### src/rtl/div_unit.sv
// div_unit: iterative radix-2 restoring divider for the RV64M divide/remainder group
// (DIV, DIVU, REM, REMU and their W forms), living in the execute stage.
//
// One quotient bit is produced per cycle. Divide-by-zero and signed overflow bypass the
// iteration and finish in the cycle after start. The result is held in DONE until the
// memory-access stage is free to accept it.
//
// Build option:
//   DIV_EARLY_OUT_EN - when defined, an operation whose dividend magnitude is below the
//                      divisor magnitude skips the iteration (quotient 0, remainder is
//                      the dividend magnitude) and completes in two cycles.

module div_unit #(
  parameter int unsigned XLEN = 64
) (
  input  logic            clk,
  input  logic            rst_n,
  input  logic            clear,
  input  logic            start,
  input  logic [1:0]      op,
  input  logic            word,
  input  logic [XLEN-1:0] src1,
  input  logic [XLEN-1:0] src2,
  input  logic            ma_stall,
  output logic            stall,
  output logic [XLEN-1:0] result,
  output logic            done
);

  typedef enum logic [1:0] {
    StIdle,
    StCalc,
    StFixup,
    StDone
  } state_e;

  // Sign-extend a 32-bit value to the full register width.
  function automatic logic [XLEN-1:0] sext32(input logic [31:0] v);
    return {{(XLEN - 32){v[31]}}, v};
  endfunction

  // Zero-extend a 32-bit value to the full register width.
  function automatic logic [XLEN-1:0] zext32(input logic [31:0] v);
    return {{(XLEN - 32){1'b0}}, v};
  endfunction

  state_e          state_q;
  logic [5:0]      cnt_q;
  logic [XLEN-1:0] rem_q;      // partial remainder
  logic [XLEN-1:0] quo_q;      // dividend bits shifting out, quotient bits shifting in
  logic [XLEN-1:0] dvs_q;      // divisor magnitude
  logic            rem_sel_q;  // 1: REM/REMU, 0: DIV/DIVU
  logic            word_q;
  logic            q_neg_q;    // quotient must be negated
  logic            r_neg_q;    // remainder must be negated

  // Operand decode, only meaningful in IDLE while start is high.
  logic            is_signed;
  logic [XLEN-1:0] a_ext;
  logic [XLEN-1:0] b_ext;
  logic            a_neg;
  logic            b_neg;
  logic [XLEN-1:0] a_mag;
  logic [XLEN-1:0] b_mag;
  logic [XLEN-1:0] min_val;
  logic            div_zero;
  logic            overflow;
  logic [XLEN-1:0] special_res;
  logic [XLEN-1:0] quo_init;
  logic            early_out;

  // Bring both operands to the active width, then split them into sign and magnitude.
  always_comb begin
    is_signed = ~op[0];
    a_ext     = src1;
    b_ext     = src2;
    min_val   = {1'b1, {(XLEN - 1){1'b0}}};
    if (word) begin
      a_ext   = is_signed ? sext32(src1[31:0]) : zext32(src1[31:0]);
      b_ext   = is_signed ? sext32(src2[31:0]) : zext32(src2[31:0]);
      min_val = sext32(32'h8000_0000);
    end
    a_neg    = is_signed & a_ext[XLEN-1];
    b_neg    = is_signed & b_ext[XLEN-1];
    a_mag    = a_neg ? (~a_ext + 1'b1) : a_ext;
    b_mag    = b_neg ? (~b_ext + 1'b1) : b_ext;
    div_zero = (b_ext == '0);
    overflow = is_signed & (a_ext == min_val) & (b_ext == '1);
    // W dividends are left-aligned so the MSB tap is the same for both widths.
    quo_init = word ? {a_mag[31:0], {(XLEN - 32){1'b0}}} : a_mag;
  end

  // Results that bypass the iteration: divide by zero and signed overflow.
  always_comb begin
    special_res = '0;
    if (div_zero) begin
      if (op[1]) begin
        special_res = word ? sext32(src1[31:0]) : src1;
      end else begin
        special_res = '1;
      end
    end else if (!op[1]) begin
      special_res = a_ext;
    end
  end

`ifdef DIV_EARLY_OUT_EN
  // Dividend smaller than divisor: the quotient is zero and the remainder is the dividend.
  always_comb begin
    early_out = (a_mag < b_mag);
  end
`else
  // Every regular operation runs the full iteration.
  always_comb begin
    early_out = 1'b0;
  end
`endif

  // One restoring step: shift in the next dividend bit and try to subtract the divisor.
  logic [XLEN:0]   shifted;
  logic [XLEN+1:0] diff;
  logic            borrow;
  logic [XLEN-1:0] rem_step;
  logic [XLEN-1:0] quo_step;

  always_comb begin
    shifted  = {rem_q, quo_q[XLEN-1]};
    diff     = {1'b0, shifted} - {2'b00, dvs_q};
    borrow   = diff[XLEN+1];
    rem_step = borrow ? shifted[XLEN-1:0] : diff[XLEN-1:0];
    quo_step = {quo_q[XLEN-2:0], ~borrow};
  end

  // Sign correction, quotient/remainder selection and W-form sign extension.
  logic [XLEN-1:0] q_fix;
  logic [XLEN-1:0] r_fix;
  logic [XLEN-1:0] sel_fix;
  logic [XLEN-1:0] fix_res;

  always_comb begin
    q_fix   = q_neg_q ? (~quo_q + 1'b1) : quo_q;
    r_fix   = r_neg_q ? (~rem_q + 1'b1) : rem_q;
    sel_fix = rem_sel_q ? r_fix : q_fix;
    fix_res = word_q ? sext32(sel_fix[31:0]) : sel_fix;
  end

  // Hold execute while an op waits in IDLE or iterates; DONE lets the pipeline advance.
  always_comb begin
    stall = ~clear & ((start & (state_q != StDone)) |
                      (state_q == StCalc) | (state_q == StFixup));
  end

  // Control FSM with registered result and done.
  always_ff @(posedge clk) begin
    if (!rst_n) begin
      state_q   <= StIdle;
      cnt_q     <= '0;
      rem_q     <= '0;
      quo_q     <= '0;
      dvs_q     <= '0;
      rem_sel_q <= 1'b0;
      word_q    <= 1'b0;
      q_neg_q   <= 1'b0;
      r_neg_q   <= 1'b0;
      result    <= '0;
      done      <= 1'b0;
    end else if (clear) begin
      state_q <= StIdle;
      cnt_q   <= '0;
      done    <= 1'b0;
    end else begin
      unique case (state_q)
        StIdle: begin
          done <= 1'b0;
          if (start) begin
            rem_sel_q <= op[1];
            word_q    <= word;
            q_neg_q   <= a_neg ^ b_neg;
            r_neg_q   <= a_neg;
            dvs_q     <= b_mag;
            if (div_zero || overflow) begin
              result  <= special_res;
              done    <= 1'b1;
              state_q <= StDone;
            end else if (early_out) begin
              quo_q   <= '0;
              rem_q   <= a_mag;
              state_q <= StFixup;
            end else begin
              quo_q   <= quo_init;
              rem_q   <= '0;
              cnt_q   <= word ? 6'd31 : 6'd63;
              state_q <= StCalc;
            end
          end
        end
        StCalc: begin
          rem_q <= rem_step;
          quo_q <= quo_step;
          cnt_q <= cnt_q - 6'd1;
          if (cnt_q == 6'd0) begin
            state_q <= StFixup;
          end
        end
        StFixup: begin
          result  <= fix_res;
          done    <= 1'b1;
          state_q <= StDone;
        end
        StDone: begin
          // The access stage takes the result on the same edge we leave DONE.
          if (!ma_stall) begin
            done    <= 1'b0;
            state_q <= StIdle;
          end
        end
        default: begin
          state_q <= StIdle;
          done    <= 1'b0;
        end
      endcase
    end
  end

endmodule

### config.mk
export PLATFORM = sky130hd
export DESIGN_NAME = div_unit
export DESIGN_NICKNAME = d
export VERILOG_FILES = /design/src/rtl/div_unit.sv
export SDC_FILE = /design/constraint.sdc
export NUM_CORES = 1
export LEC_CHECK = 0
export ABC_AREA = 0
export BUFFER_PORTS_ARGS = -buffer_cell sky130_fd_sc_hd__buf_2
export CAP_MARGIN = 5
export CORE_MARGIN = 10
export CORE_UTILIZATION = 55
export CTS_CLUSTER_DIAMETER = 200
export CTS_CLUSTER_SIZE = 12
export DETAILED_ROUTE_END_ITERATION = 10
export PLACE_DENSITY_LB_ADDON = 0.1
export SLEW_MARGIN = 10
export SYNTH_ARGS = -nofsm -noshare
export SYNTH_HDL_FRONTEND = slang
export SYNTH_SLANG_ARGS = --single-unit
### constraint.sdc
create_clock -name clk -period 11.2 [get_ports clk]
set_clock_uncertainty 0.2 [all_clocks]
set_input_delay 2.24 -clock clk [delete_from_list [all_inputs] [get_ports clk]]
set_output_delay 2.24 -clock clk [all_outputs]
set_load 0.1 [all_outputs]
==> flow_summary_export.csv, run 1 <==
group,metric,value,unit
outcome,status,"finished, final reports clean",
setup_path,cp.required,11.48,ns
synthesis,yosys_most_used_dff,"dfxtp_1",
job,max_cap_viol_count,0,
sta,drv_slew,0,
clock_network,clock_sinks,269,
sta,rsz0062_at_grt,"no",
cells_and_area,fillCellCount,4085,
placement,portBuffers,201,
power_and_ir_drop,powerDensity,101,mW/mm2
setup_path,reg2reg_to,"rem_q[51]$_SDFFE_PN0P_",
synthesis,synth_edf_count,0,
power_and_ir_drop,finalPower,2.55,mW
die,io_pins,202,
setup_path,crit_path_end_kind,"flop",
cells_and_area,multi_input_area,0.0168,mm2
min_path,hold_class,"flop to flop",
synthesis,synthMuxAreaShare,0.727,%
global_route,antenna_found_initial,5,
routing,drt_iter0_drc,2987,
placement,post-place-ws,4.02,ns
setup_path,worstPathArrival,7.08,ns
clock_network,cts_setup_buffers,0,
die,coreArea,0.0421,mm2
global_route,grt_pass1_wl,139000,um
cells_and_area,design_area,0.0253,mm2
routing,wl_met3,9130,um
global_route,grt_pass1_vias,23900,
global_route,grt_max_degree,102,
placement,hpwlAfterDp,69600,um
cells_and_area,seq_area,0.00539,mm2
global_route,gr-usage-all-layers,34.1,%
sta,fin_ws,4.41,ns
routing,detail_route.vias_per_cell,6.68,
clock_network,clk_pin_slew,0.06,ns
routing,wl_met2,41300,um
sta,hold_viol,0,
routing,drc,0,
clock_network,clk_path_buf_depth,3,
cells_and_area,layout_commonest_cell,"nand2_1",
sta,period_needed,6.79,ns
power_and_ir_drop,power_leakage,10.9,nW
synthesis,async_flop_share,0,%
placement,routabilityCongestion,0.987,
synthesis,syn_area_per_cell,7.16,um2
sta,fmax,147,MHz
routing,dr.pass1.iters,6,
routing,wl_met1,38500,um
min_path,holdPathEnd,"result[37]$_SDFFE_PN0P_",
clock_network,cts_tree,"built",
synthesis,synthSimpleGateAreaFrac,23.2,%
cells_and_area,nNetsFinal,3528,
global_route,grt_overflow,0,
synthesis,synth_compound_area_share,32.0,%
setup_path,worst_r2r_path_depth,12,
setup_path,timing.rr.start,"rem_q[28]$_SDFFE_PN0P_",
sta,slew_headroom,17.4,%
synthesis,syn_inst,3294,
setup_path,cp_max_fo,71,
setup_path,critPathKind,"primary input to flop",
synthesis,syn-cell-area,0.0236,mm2
sta,period_share,60.6,%
clock_network,cts_hold_buf,0,
synthesis,ys_ff_latch,269,
synthesis,synth_top_family_by_area,"compound AO/OA/AOI/OAI gates",
sta,tightest_slew,1.23,ns
placement,place_area,0.0246,mm2
clock_network,root_buffer,"clkbuf_16",
synthesis,synth_xor_area_share,10.8,%
clock_network,cts_buffers,26,
synthesis,synthAdderAreaFrac,4.16,%
sta,setup_tns,0,ns
synthesis,yosys_warnings,0,
die,die_x,227,um
die,fp-row-count,75,
routing,routed_wl,92300,um
clock_network,cts-resized-gates,0,
synthesis,synthesis.nets,3507,
die,die_h,227,um
synthesis,seq_area_frac_synth,22.8,%
routing,wl_per_cell,23.9,um
setup_path,critPathLaunchType,"primary input",
routing,final_antenna_net_count,0,
cells_and_area,syn_to_final_growth,7.12,%
setup_path,crit_path_start,"word",
routing,vias,25800,
clock_network,htree_levels,1,
die,dieArea,0.0516,mm2
clock_network,insertion_delay,0.58,ns
min_path,worstHoldStart,"result[37]$_SDFFE_PN0P_",
routing,top_layer,"met4",
cells_and_area,final_cell_mix,"nand2_1 (407), nor2_1 (301), o21ai_0 (292)",
synthesis,ys_types,99,
min_path,hold_depth,2,
setup_path,ff2ff_setup_slack,6.08,ns
sta,setup_viol,0,
power_and_ir_drop,ir_drop,103,uV
cells_and_area,drive_gt1_share,10.2,%
die,start_util,56.0,%
==> synthesized netlist by cell type, drive strengths merged, types with 8 or more instances <==
cell type | count | share of area, %
a211oi | 30 | 0.95
or2 | 17 | 0.46
a21oi | 283 | 6.1
clkbuf | 177 | 2.8
nor3b | 11 | 0.35
o311ai | 31 | 1.2
nor4b | 8 | 0.30
nand3 | 47 | 1.1
mux2i | 16 | 0.68
buf | 63 | 1.4
o21ai | 306 | 6.5
a21boi | 27 | 0.88
nor3 | 71 | 1.7
dfxtp | 269 | 23
o41ai | 27 | 1.1
o211ai | 64 | 2.0
inv | 124 | 2.0
nor2b | 28 | 0.74
xor2 | 136 | 5.0
nand2 | 408 | 6.5
o21a | 21 | 0.67
or4 | 30 | 1.1
a31oi | 24 | 0.64
xnor2 | 156 | 5.8
ha | 76 | 4.0
nor2 | 306 | 4.9
a32oi | 10 | 0.37
o221ai | 17 | 0.63
a22oi | 13 | 0.41
nor4 | 26 | 0.91
nand2b | 22 | 0.63
a221o | 8 | 0.34
and2 | 41 | 1.1
a21o | 37 | 1.2
and3 | 11 | 0.29
o31ai | 48 | 1.6
or3 | 36 | 1.0
o211a | 80 | 3.4
a32o | 15 | 0.64
a221oi | 16 | 0.59
o21bai | 11 | 0.35
a22o | 12 | 0.45
nand4 | 54 | 1.5
==> flip-flops by register name (all words and copies together), names as in the netlist <==
register,count
dvs_q,64
state_q,2
r_neg_q,1
q_neg_q,1
done,1
word_q,1
cnt_q,6
rem_sel_q,1
rem_q,64
result,64
quo_q,64
==> worst max-delay path: stages <==
cell,delay (ns)
buf_4,0.55
buf_4,0.69
or2_2,0.28
nand4_1,0.11
a211oi_1,0.40
a21oi_2,0.18
a21oi_2,0.24
a21oi_2,0.09
nand2b_2,0.70
and2_2,0.72
buf_4,0.47
a22oi_1,0.16
o21ai_1,0.11
==> per-layer routing <==
layer	vias to the layer above	track usage [%]
met5	-	0
met2	1355	53.8
met3	191	6.92
met4	0	12.3
li1	12000	-
met1	12300	45.4
==> stage by stage <==
step / instances / hold WS (ns) / util [%]
2_1_floorplan: 3294 / 0.241 / -
3_3_place_gp: 3826 / 0.239 / 58.3
3_5_place_dp: 3826 / 0.253 / 58.3
4_1_cts: 3855 / 0.261 / 59.9
5_1_grt: 3860 / 0.284 / 60.0
6_report: 3860 / 0.256 / 60.0
==> worst max path at each step <==
stage / endpoint / slack [ns]
finish: rem_q[58]$_SDFFE_PN0P_ / 4.41
global route: rem_q[57]$_SDFFE_PN0P_ / 4.24
CTS: rem_q[58]$_SDFFE_PN0P_ / 4.60
detailed placement: rem_q[58]$_SDFFE_PN0P_ / 4.02
global placement: rem_q[58]$_SDFFE_PN0P_ / 4.12
floorplan: stall / 5.07
==> power breakdown <==
part / switching [mW] / internal [mW] / leakage [nW]
combinational: 0.460 / 0.237 / 8.35
sequential: 0.0449 / 0.994 / 2.19
clock: 0.399 / 0.412 / 0.333
==> area by class of cell <==
cell class / count / area share (%)
Multi-Input combinational cell: 2658 / 66.4
Sequential cell: 269 / 21.3
Timing Repair Buffer: 233 / 4.95
Tap cell: 539 / 2.67
Clock buffer: 27 / 2.59
Inverter: 127 / 1.89
Clock inverter: 2 / 0.0990
Antenna cell: 5 / 0.0495
==> cell families (layout without fill, tap and decap cells) <==
kind of cell,after synthesis,in the layout
buffers and inverters,367,389
other,0,5
AOI/OAI and AO/OA,1135,1135
adders and majority gates,78,78
muxes,17,17
DFF,269,269
and+or+nand+nor,1136,1136
xor gates and xnor gates,292,292
Power figures use the tool's default switching activity.
==> run 2, diff against run 1 <==
==> constraint.sdc (replaced) <==
create_clock -name clk -period 7 [get_ports clk]
set_clock_uncertainty 0.2 [all_clocks]
set_input_delay 1.4 -clock clk [delete_from_list [all_inputs] [get_ports clk]]
set_output_delay 1.4 -clock clk [all_outputs]
set_load 0.1 [all_outputs]
==> run 2 against run 1 <==
Net effect:
- worst setup slack lost 2.7 ns
- die area did not move
- final area is 0.17% higher
- sequential share of layout area is essentially flat
- combinational power grew 59%
- clock power is 63% higher
- via count rose by 0.41%
- global-route usage increased by 0.097 points
- flip-flop and latch count stayed put
- utilization up 0.10 points
- hold slack better by 0.0033 ns
- critical endpoint is now result[12]$_SDFFE_PN0P_
- largest cell class unchanged
==> flow_summary_export.csv, run 2 (synthesis gave the netlist of run 1 again) <==
group,metric,value,unit
die,dieArea,0.0516,mm2
placement,routabilityCongestion,0.980,
cells_and_area,syn_to_final_growth,7.30,%
placement,place_area,0.0246,mm2
routing,dr.pass1.iters,6,
sta,fmax,190,MHz
min_path,hold_class,"flop to flop",
sta,period_share,75.1,%
power_and_ir_drop,power_leakage,10.9,nW
routing,vias,25900,
sta,period_needed,5.26,ns
global_route,grt_pass1_vias,24100,
setup_path,cp.required,7.28,ns
clock_network,clk_path_buf_depth,3,
power_and_ir_drop,finalPower,4.09,mW
sta,slew_headroom,17.6,%
setup_path,critPathKind,"primary input to flop",
setup_path,timing.rr.start,"rem_q[28]$_SDFFE_PN0P_",
placement,portBuffers,201,
sta,drv_slew,0,
job,max_cap_viol_count,0,
clock_network,htree_levels,1,
setup_path,ff2ff_setup_slack,2.28,ns
global_route,grt_max_degree,87,
cells_and_area,final_cell_mix,"nand2_1 (407), nor2_1 (301), o21ai_0 (292)",
die,start_util,56.0,%
setup_path,worst_r2r_path_depth,11,
global_route,busiest_layer,"met2",
setup_path,crit_path_end_kind,"flop",
setup_path,worstPathArrival,5.54,ns
global_route,grt_overflow,0,
clock_network,cts_tree,"built",
setup_path,critPathLaunchType,"primary input",
clock_network,clk_pin_slew,0.06,ns
min_path,worstHoldStart,"result[39]$_SDFFE_PN0P_",
die,die_h,227,um
global_route,met2_usage,53.7,%
cells_and_area,finalNonFillerCells,3863,
routing,detail_route.vias_per_cell,6.70,
sta,rsz0062_at_grt,"no",
outcome,status,"finished, final reports clean",
routing,routed_wl,92000,um
die,io_pins,202,
cells_and_area,design_area,0.0253,mm2
placement,post-place-ws,1.23,ns
cells_and_area,drive_gt1_share,10.4,%
min_path,holdPathEnd,"result[39]$_SDFFE_PN0P_",
sta,setup_viol,0,
cells_and_area,layout_commonest_cell,"nand2_1",
sta,fin_ws,1.74,ns
routing,wl_per_cell,23.8,um
global_route,grt_pass1_wl,140000,um
die,die_x,227,um
global_route,gr-usage-all-layers,34.2,%
placement,dpl.cell_count,3830,
global_route,use_met1,45.8,%
global_route,antenna_found_initial,5,
setup_path,reg2reg_to,"rem_q[61]$_SDFFE_PN0P_",
clock_network,cts-resized-gates,0,
sta,tightest_slew,1.23,ns
die,fp-row-count,75,
cells_and_area,nNetsFinal,3532,
clock_network,cts_buffers,26,
routing,final_antenna_net_count,0,
cells_and_area,final_util,60.1,%
routing,drt_iter0_drc,3329,
sta,hold_slack,0.259,ns
setup_path,cp_max_fo,64,
sta,hold_viol,0,
clock_network,cts_setup_buffers,0,
min_path,hold_depth,2,
clock_network,cts_hold_buf,0,
clock_network,clock_sinks,269,
clock_network,root_buffer,"clkbuf_16",
clock_network,insertion_delay,0.60,ns
power_and_ir_drop,ir_drop,155,uV
global_route,grt_use_met3,6.23,%
sta,setup_tns,0,ns
power_and_ir_drop,powerDensity,162,mW/mm2
placement,hpwlAfterDp,69900,um
routing,drc,0,
die,coreArea,0.0421,mm2
[run 2: area by class of cell]
| type | count | area, um2 |
|---|---|---|
| Tap cell | 539 | 674 |
| Sequential cell | 269 | 5390 |
| Timing Repair Buffer | 237 | 1290 |
| Fill cell | 3996 | 16800 |
| Antenna cell | 4 | 10.0 |
| Clock inverter | 2 | 25.0 |
| Inverter | 127 | 477 |
| Multi-Input combinational cell | 2658 | 16800 |
| Clock buffer | 27 | 654 |
[run 2: worst max path at each step]
stage	slack, ns	cells after the start	end	start
final	1.74	12	result[12]$_SDFFE_PN0P_	src2[31]
after global routing	1.54	12	result[12]$_SDFFE_PN0P_	src2[12]
after detailed placement	1.23	11	result[58]$_SDFFE_PN0P_	src2[12]
after CTS	1.83	11	result[42]$_SDFFE_PN0P_	src2[12]
after global placement	1.21	11	result[52]$_SDFFE_PN0P_	src2[12]
after floorplan	2.55	2	stall	clear
[run 2: power by group]
group | internal (mW) | leakage (nW) | switching [mW]
registers | 1.59 | 2.19 | 0.0726
clock network | 0.659 | 0.333 | 0.657
logic | 0.380 | 8.37 | 0.732
[run 2: routing by layer]
layer / wire (um) / share of wire (%) / up-vias
li1: - / - / 12000
met1: 38200 / 41 / 12300
met2: 41000 / 45 / 1399
met3: 9180 / 10 / 202
met4: 3580 / 3.9 / 2
met5: 12 / 0.013 / -
[run 2: critical path, cell delays in order]
cell,delay (ns)
buf_2,0.19
nand2b_1,0.43
and2_1,0.68
a21oi_1,0.22
nor4b_2,0.73
a21oi_2,0.18
nor3_1,0.19
a21oi_1,0.12
nor2_4,0.60
buf_12,0.33
o311ai_0,0.21
o211a_1,0.18
